--- src/rtl/fifo_arb_pkg.sv ---
// fifo_arb_pkg: shared state encoding and width helper for the FIFO write arbiter
package fifo_arb_pkg;
    typedef enum logic {ARB_IDLE = 1'b0, ARB_BUSY = 1'b1} arb_state_t;
    function automatic int clog2(input int v);
        int r;
        r = 1;
        for (int i = 1; i < 31; i++) if ((1 << i) < v) r = i + 1;
        return r;
    endfunction
endpackage

--- src/rtl/fifo_wr_arbiter_rr_picker.sv ---
// rr_picker: first valid requester searching upward from rr_ptr with wrap, one-hot
module rr_picker import fifo_arb_pkg::*; #(
    parameter int NUM_REQ = 2,
    localparam int PW = clog2(NUM_REQ)
) (
    input  logic [NUM_REQ-1:0] req_valid,
    input  logic [PW-1:0]      rr_ptr,
    output logic [NUM_REQ-1:0] pick,
    output logic               any_valid
);
    // Scan distances from farthest to nearest so the nearest valid index wins
    always_comb begin
        pick = '0;
        for (int k = NUM_REQ - 1; k >= 0; k--)
            for (int j = 0; j < NUM_REQ; j++)
                if (req_valid[j] && j == (int'(rr_ptr) + k) % NUM_REQ) begin
                    pick = '0;
                    pick[j] = 1'b1;
                end
        any_valid = |req_valid;
    end
endmodule

--- src/rtl/fifo_wr_arbiter.sv ---
// fifo_wr_arbiter: round-robin burst arbiter for the FIFO write port; FIFO_ARB_STALL_CNT_EN adds stall_cnt/stall_clr
module fifo_wr_arbiter import fifo_arb_pkg::*; #(
    parameter int DATA_WIDTH = 8,
    parameter int NUM_REQ    = 2,
    parameter int BURST_MAX  = 4,
    parameter int IDLE_TMO   = 15
) (
    input  logic                          W_CLK,
    input  logic                          W_RST,
    input  logic [NUM_REQ-1:0]            req_valid,
    input  logic [NUM_REQ-1:0]            req_last,
    input  logic [NUM_REQ*DATA_WIDTH-1:0] req_data,
    output logic [NUM_REQ-1:0]            req_ready,
    input  logic                          wfull,
    output logic                          winc,
    output logic [DATA_WIDTH-1:0]         w_data,
    output logic [NUM_REQ-1:0]            grant,
    output logic                          busy
`ifdef FIFO_ARB_STALL_CNT_EN
    ,
    input  logic                          stall_clr,
    output logic [15:0]                   stall_cnt
`endif
);
    localparam int PW = clog2(NUM_REQ);
    localparam int BW = clog2(BURST_MAX);
    localparam int TW = clog2(IDLE_TMO);
    arb_state_t state;
    logic [PW-1:0] rr_ptr, ptr_nxt;
    logic [BW-1:0] beat_cnt;
    logic [TW-1:0] tmo_cnt;
    logic [NUM_REQ-1:0] pick;
    logic any_valid, valid_g, last_g, done;
    logic [DATA_WIDTH-1:0] data_g;

    rr_picker #(.NUM_REQ(NUM_REQ)) u_pick (
        .req_valid(req_valid),
        .rr_ptr   (rr_ptr),
        .pick     (pick),
        .any_valid(any_valid)
    );

    // Owner's data word and the round-robin pointer just past the owner
    always_comb begin
        data_g = '0;
        ptr_nxt = '0;
        for (int i = 0; i < NUM_REQ; i++)
            if (grant[i]) begin
                data_g = req_data[i*DATA_WIDTH +: DATA_WIDTH];
                ptr_nxt = PW'((i + 1) % NUM_REQ);
            end
    end

    assign valid_g   = |(req_valid & grant);
    assign last_g    = |(req_last & grant);
    assign busy      = state == ARB_BUSY;
    assign winc      = busy && valid_g && !wfull;
    assign req_ready = (busy && !wfull) ? grant : '0;
    assign w_data    = winc ? data_g : '0;
    assign done      = (winc && (last_g || beat_cnt == BW'(BURST_MAX - 1))) ||
                       (busy && !wfull && !valid_g && tmo_cnt == TW'(IDLE_TMO - 1));

    // Arbitration FSM: grant on the edge after a pick, release on last/burst limit/timeout; wfull freezes everything
    always_ff @(posedge W_CLK or negedge W_RST) begin
        if (!W_RST) begin
            state    <= ARB_IDLE;
            grant    <= '0;
            rr_ptr   <= '0;
            beat_cnt <= '0;
            tmo_cnt  <= '0;
        end else if (!busy) begin
            if (any_valid) begin
                state <= ARB_BUSY;
                grant <= pick;
            end
        end else if (done) begin
            state    <= ARB_IDLE;
            grant    <= '0;
            rr_ptr   <= ptr_nxt;
            beat_cnt <= '0;
            tmo_cnt  <= '0;
        end else if (!wfull) begin
            if (winc) beat_cnt <= beat_cnt + BW'(1);
            tmo_cnt <= valid_g ? '0 : tmo_cnt + TW'(1);
        end
    end

`ifdef FIFO_ARB_STALL_CNT_EN
    // Saturating count of cycles where the owner has data but the FIFO is full
    always_ff @(posedge W_CLK or negedge W_RST) begin
        if (!W_RST) stall_cnt <= '0;
        else if (stall_clr) stall_cnt <= '0;
        else if (busy && valid_g && wfull && stall_cnt != 16'hFFFF) stall_cnt <= stall_cnt + 16'd1;
    end
`endif
endmodule

--- config.mk ---
export PLATFORM = sky130hd
export DESIGN_NAME = fifo_wr_arbiter
export DESIGN_NICKNAME = d
export VERILOG_FILES = /design/src/rtl/fifo_arb_pkg.sv /design/src/rtl/fifo_wr_arbiter_rr_picker.sv /design/src/rtl/fifo_wr_arbiter.sv
export SDC_FILE = /design/constraint.sdc
export NUM_CORES = 1
export LEC_CHECK = 0
export BUFFER_PORTS_ARGS = -buffer_cell sky130_fd_sc_hd__buf_2
export CAP_MARGIN = 20
export CORE_ASPECT_RATIO = 1.2
export CORE_MARGIN = 2
export CORE_UTILIZATION = 42
export CTS_BUF_LIST = sky130_fd_sc_hd__clkbuf_8 sky130_fd_sc_hd__clkbuf_16
export DETAILED_ROUTE_END_ITERATION = 6
export HOLD_SLACK_MARGIN = 0.15
export PLACE_DENSITY_LB_ADDON = 0.25
export SLEW_MARGIN = 20
export SYNTH_ARGS = -nofsm -noshare
export SYNTH_HDL_FRONTEND = slang
export SYNTH_SLANG_ARGS = --single-unit
export TNS_END_PERCENT = 20
--- constraint.sdc ---
create_clock -name W_CLK -period 1.9 [get_ports W_CLK]
set_input_delay 0 -clock W_CLK [delete_from_list [all_inputs] [get_ports W_CLK]]
set_output_delay 0 -clock W_CLK [all_outputs]
set_load 0.005 [all_outputs]
### Word level (Yosys, flattened, before mapping)

Index checks and enable logic that the tools add are counted.

| storage, ports and cells | value |
|---|---|
| register bits | 10 |
| input port bits | 23 |
| output and inout port bits | 14 |
| word-level logic and storage cells | 63 |

| operators by class | value |
|---|---|
| add/subtract/negate cells | 3 |
| eq/ne operators | 5 |
| mux-type cells | 22 |
| bitwise operators | 3 |
| reductions and logical operators | 25 |

Operators by type and width:

| cell | count |
|---|---|
| logical NOT 32 bit | 2 |
| two-way mux 8 bit | 3 |
| two-way mux 2 bit | 10 |
| two-way mux 4 bit | 3 |
| logical AND 1 bit | 10 |
| two-way mux 1 bit | 6 |
| AND reduction 2 bit | 3 |
| OR reduction 2 bit | 3 |
| adder 4 x 1 -> 4 bit (second input constant) | 1 |
| bitwise AND 2 bit | 2 |
| equality test 4 bit (second input constant) | 1 |
| inequality test 2 x 1 -> 1 bit (second input constant) | 2 |
| nonzero test 2 bit | 2 |
| AND reduction 3 bit | 1 |
| adder 2 x 1 -> 2 bit (second input constant) | 1 |
| equality test 2 bit (first input constant) | 1 |
| equality test 2 bit (second input constant) | 1 |
| logical NOT 1 bit | 2 |
| logical OR 1 bit | 2 |
| adder 1 bit (second input constant) | 1 |
| bitwise AND 1 bit (first input constant) | 1 |

### Depth between registers and ports, before layout

| logic depth | value |
|---|---|
| depth in word-level cells | 10 |
| gate-level depth with buffers | 5 |
| gate-level depth less buffers | 5 |

### Hierarchy

Synthesis repeated with hierarchy kept, for this count alone.

| second synthesis, totals | value |
|---|---|
| cell total of the unflattened synthesis | 79 |
| area total of the unflattened synthesis | 691.9 µm² |

By module, submodules not included:

| module | instances | cells each | area an instance (µm²) |
|---|---|---|---|
| fifo_wr_arbiter | 1 | 75 | 666.9 |
| rr_picker | 1 | 4 | 25.0 |

### Worst setup path after synthesis

No wires, ideal clock.

| timing path | value |
|---|---|
| path kind | register -> register |
| start | register beat_cnt[0] |
| end | register rr_ptr |
| setup time | 0.125 ns |
| arrival time | 1.401 ns |
| required time | 1.775 ns |
| path slack | 0.373 ns |
| stages on the path, launching flop included | 5 |
| path buffers | 0 |
| path through | dfrtp_1 > ha_1 > a221oi_1 > a211o_4 > mux2_4 |

| on the way | value |
|---|---|
| cells in the longest elaborated chain, start to end | 5 |

Ends and longest elaborated chain:

| element | RTL line | RTL |
|---|---|---|
| from (decl) | fifo_wr_arbiter.sv:30 | `logic [BW-1:0] beat_cnt;` |
| from (signal assigned) | fifo_wr_arbiter.sv:83 | `if (winc) beat_cnt <= beat_cnt + BW'(1);` |
| equality test 2 bit | fifo_wr_arbiter.sv:60 | `assign done = (winc && (last_g \|\| beat_cnt == BW'(BURST_MAX - 1))) \|\|` |
| logical OR 1 bit | fifo_wr_arbiter.sv:60 |  |
| logical AND 1 bit | fifo_wr_arbiter.sv:60 |  |
| logical OR 1 bit | fifo_wr_arbiter.sv:60 |  |
| AND reduction 2 bit (no source line) | n/a |  |
| to (signal assigned) | fifo_wr_arbiter.sv:79 | `rr_ptr <= ptr_nxt;` |
| to (decl) | fifo_wr_arbiter.sv:29 | `logic [PW-1:0] rr_ptr, ptr_nxt;` |

Every way passes these cells.
A chain may end at the register's enable or synchronous reset.

### Worst setup path in the final report

| timing path | value |
|---|---|
| start | register grant[1] |
| end | register rr_ptr |

| on the way | value |
|---|---|
| cells in the longest elaborated chain, start to end | 7 |
| elaborated cells on any way between the ends | 14 |
| classes of those cells | 1 x mux; 2 x bitwise; 11 x reduce/logical |

Ends and longest elaborated chain:

| element | RTL line | RTL |
|---|---|---|
| from (decl) | fifo_wr_arbiter.sv:17 | `output logic [NUM_REQ-1:0] grant,` |
| from (signal assigned) | fifo_wr_arbiter.sv:74 | `grant <= pick;` |
| bitwise AND 2 bit | fifo_wr_arbiter.sv:54 | `assign valid_g = \|(req_valid & grant);` |
| OR reduction 2 bit | fifo_wr_arbiter.sv:54 |  |
| logical AND 1 bit or logical NOT 1 bit (tied branches) | fifo_wr_arbiter.sv:57, fifo_wr_arbiter.sv:61 |  |
| logical AND 1 bit (on tied branches) | fifo_wr_arbiter.sv:57, fifo_wr_arbiter.sv:61 |  |
| logical AND 1 bit (on tied branches) | fifo_wr_arbiter.sv:60, fifo_wr_arbiter.sv:61 |  |
| logical OR 1 bit | fifo_wr_arbiter.sv:60 |  |
| AND reduction 2 bit (no source line) | n/a |  |

Several ways; a longest one is shown, not always the timed one.

==> flow_summary.toml <==
[flow_run]
cap_viol_max_count = 0

[pwr]
p_leak_uw = 0.000490
powerDensity_nw_per_um2 = 1220
combPwrFrac = 0.426
p_int_uw = 731
ir_drop_mv = 0.742
clkPwrFrac = 0.230
p_seq_frac = 0.345
p_sw_frac = 0.380
p_switching_uw = 447

[critical_path]
cp_data_required_time_ns = 2.03
r2r-start = "grant[1]$_DFFE_PN0P_"
cpMaxStageDelayCell = "a221oi_1"
critPathMaxStageDelay_ns = 0.54
start_kind = "flip-flop"
r2r_cells = 3
rrSetupSlack_ns = 0.20
crit_fanout = 13
arrival_ns = 1.82
critPathKind = "reg -> reg"
path_cells = "a221oi_1 > a211o_4 > mux2_4"
cp-end-kind = "flip-flop"
critPathBufInv = 0
timing.rr.end = "rr_ptr$_DFFE_PN0P_"
critPathTopFamily = "compound AO/OA/AOI/OAI gates"

[timing]
fin_tns_setup_ns = 0
worstMarginPinSlew_ns = 0.573
relSlewSlack = 0.618
period_share = 0.894
setup_viol = 0
hold_violations = 0
whs_ns = 0.159
setup_ws_ns = 0.201
rsz0062_at_grt = "false"
slew_viol_final = 0
fin_crit_ns = 1.70
clock-skew-final_ns = 0.00418
fmax_mhz = 588

[yosys]
synth_cell_type_count = 27
synth_seq_area_share = 0.378
synth_nets = 98
synth-main-ff-cell = "dfrtp_1"
netlist_area_sq_um = 662
synthCells = 72
post_synth.cell_area_avg_sq_um = 9.19
synthArstFlopShare = 1.00
synth_edf_count = 0
ys_ff_latch = 10
yosysWarnings = 0

[detailed_routing]
num_vias = 705
ant_nets = 0
wl_per_cell_um = 13.1
drtIter0Drc = 18
first_pass_iters = 4
routed_wl_um = 1730
viasPerCell = 5.34
drc = 0

[cts]
insertion_delay_ns = 0.24
cts-root-buf = "clkbuf_8"
clockBufferDepth = 2
cts_sinks = 10
htreeDepth = 1
clkTransAtPathRegs_ns = 0.05
cts_made_buffers = 3
cts_resized = 0
post_cts_buffers = 0
ctsHoldBuffers = 6
cts_tree = "built"

[floorplan]
initial_core_util = 0.452
die_x_um = 40.2
die-area_sq_um = 1910
floorplan.core_area_sq_um = 1460
chipHeight_um = 47.5
row_count = 15
pin_count = 37

[placement]
port_buffers = 36
hpwl_um = 1240
dp_slack_ns = 0.249
finalWeightedCongestion = 0.750
place_area_sq_um = 851

[final_layout]
nNetsFinal = 142
area_delta_synth_final_pct = 45.9
finalInstanceArea_sq_um = 966
finalCoreUtilization = 0.660
diodes = 0
drive_gt1_frac = 0.383

[global_routing]
grt_pass1_wl_um = 2460
grt_max_degree = 14
antenna_found_initial = 0
first_global_vias = 622
grt_use_total = 0.195
gr-total-overflow = 0

[status]
status = "completed"

[min_path]
hp-class = "in -> async"
==> stage by stage <==
step | power (uW) | std cells
detailed placement | 899 | 122
global route | 1270 | 132
CTS | 1190 | 132
global placement | 885 | 122
finish | 1180 | 132
floorplan | 750 | 72
==> cell families after synthesis <==
kind of cell    synth area share
flops                      0.378
buf+inv                   0.0529
compound gates             0.301
mux                       0.0378
fa+ha+maj                 0.0567
simple gates               0.174
==> per-layer routing <==
metal	wire length (um)	vias up	GRT usage
met1	688	307	0.220
met4	44	0	0.167
li1	-	347	-
met2	814	45	0.323
met5	0	-	0
met3	187	6	0.0233
==> power by group through the flow <==
stage	clock network (uW)	registers (uW)	logic, uW
finish	271	407	502
global placement	0	406	479
detailed placement	0	410	489
global route	283	421	568
CTS	278	406	504
floorplan	0	374	376
==> cell usage after synthesis, types with 2 or more instances <==
library cell   n  area (sq um)
nand2b_1       2          12.5
nand2_1        3          11.3
nand3_1        3          15.0
nor2b_1        2          12.5
a22oi_1        8          60.1
ha_1           3          37.5
dfrtp_1       10           250
nor2_1        10          37.5
o21ai_0        4          20.0
clkbuf_1       2          7.51
and2_1         2          12.5
a21oi_1        3          15.0
inv_1          6          22.5
==> worst register-to-register path: stages, from the launching register on <==
cell and delay, ns:
dfrtp_1 0.51, a221oi_1 0.54, a211o_4 0.25, mux2_4 0.29
==> worst max path at each step <==
stage	start	end	slack [ns]	cells past startpoint
6_report	grant[1]$_DFFE_PN0P_	rr_ptr$_DFFE_PN0P_	0.20	3
3_5_place_dp	grant[1]$_DFFE_PN0P_	rr_ptr$_DFFE_PN0P_	0.25	3
3_3_place_gp	grant[1]$_DFFE_PN0P_	rr_ptr$_DFFE_PN0P_	0.28	3
5_1_grt	grant[1]$_DFFE_PN0P_	w_data[4]	0.07	4
4_1_cts	grant[1]$_DFFE_PN0P_	rr_ptr$_DFFE_PN0P_	0.20	3
2_1_floorplan	beat_cnt[0]$_DFFE_PN0P_	rr_ptr$_DFFE_PN0P_	0.37	4
==> cell type report <==
class | instances | area [sq um]
Timing Repair Buffer | 42 | 240
Fill cell | 126 | 498
Inverter | 6 | 22.5
Tap cell | 17 | 21.3
Clock buffer | 4 | 55.1
Multi-Input combinational cell | 53 | 377
Sequential cell | 10 | 250
==> layout by cell type, fill, tap and decap left out, drive strengths merged, types with 2 or more instances in the layout <==
cell type / synthesis / final
and2: 2 / 2
a22o: 2 / 2
nand2b: 2 / 2
nor2b: 2 / 2
buf: 1 / 36
dfrtp: 10 / 10
nand2: 3 / 3
nand3: 3 / 3
dlygate4sd3: 0 / 6
nor2: 10 / 10
o21ai: 5 / 5
clkbuf: 2 / 4
a21oi: 3 / 3
a22oi: 8 / 8
inv: 6 / 6
ha: 3 / 3
==> sequential cells by signal, indices dropped and copies added (netlist names) <==
| signal | flops |
|---|---|
| rr_ptr | 1 |
| grant | 2 |
| tmo_cnt | 4 |
| busy | 1 |
| beat_cnt | 2 |
(Power assumes the default switching activity.)
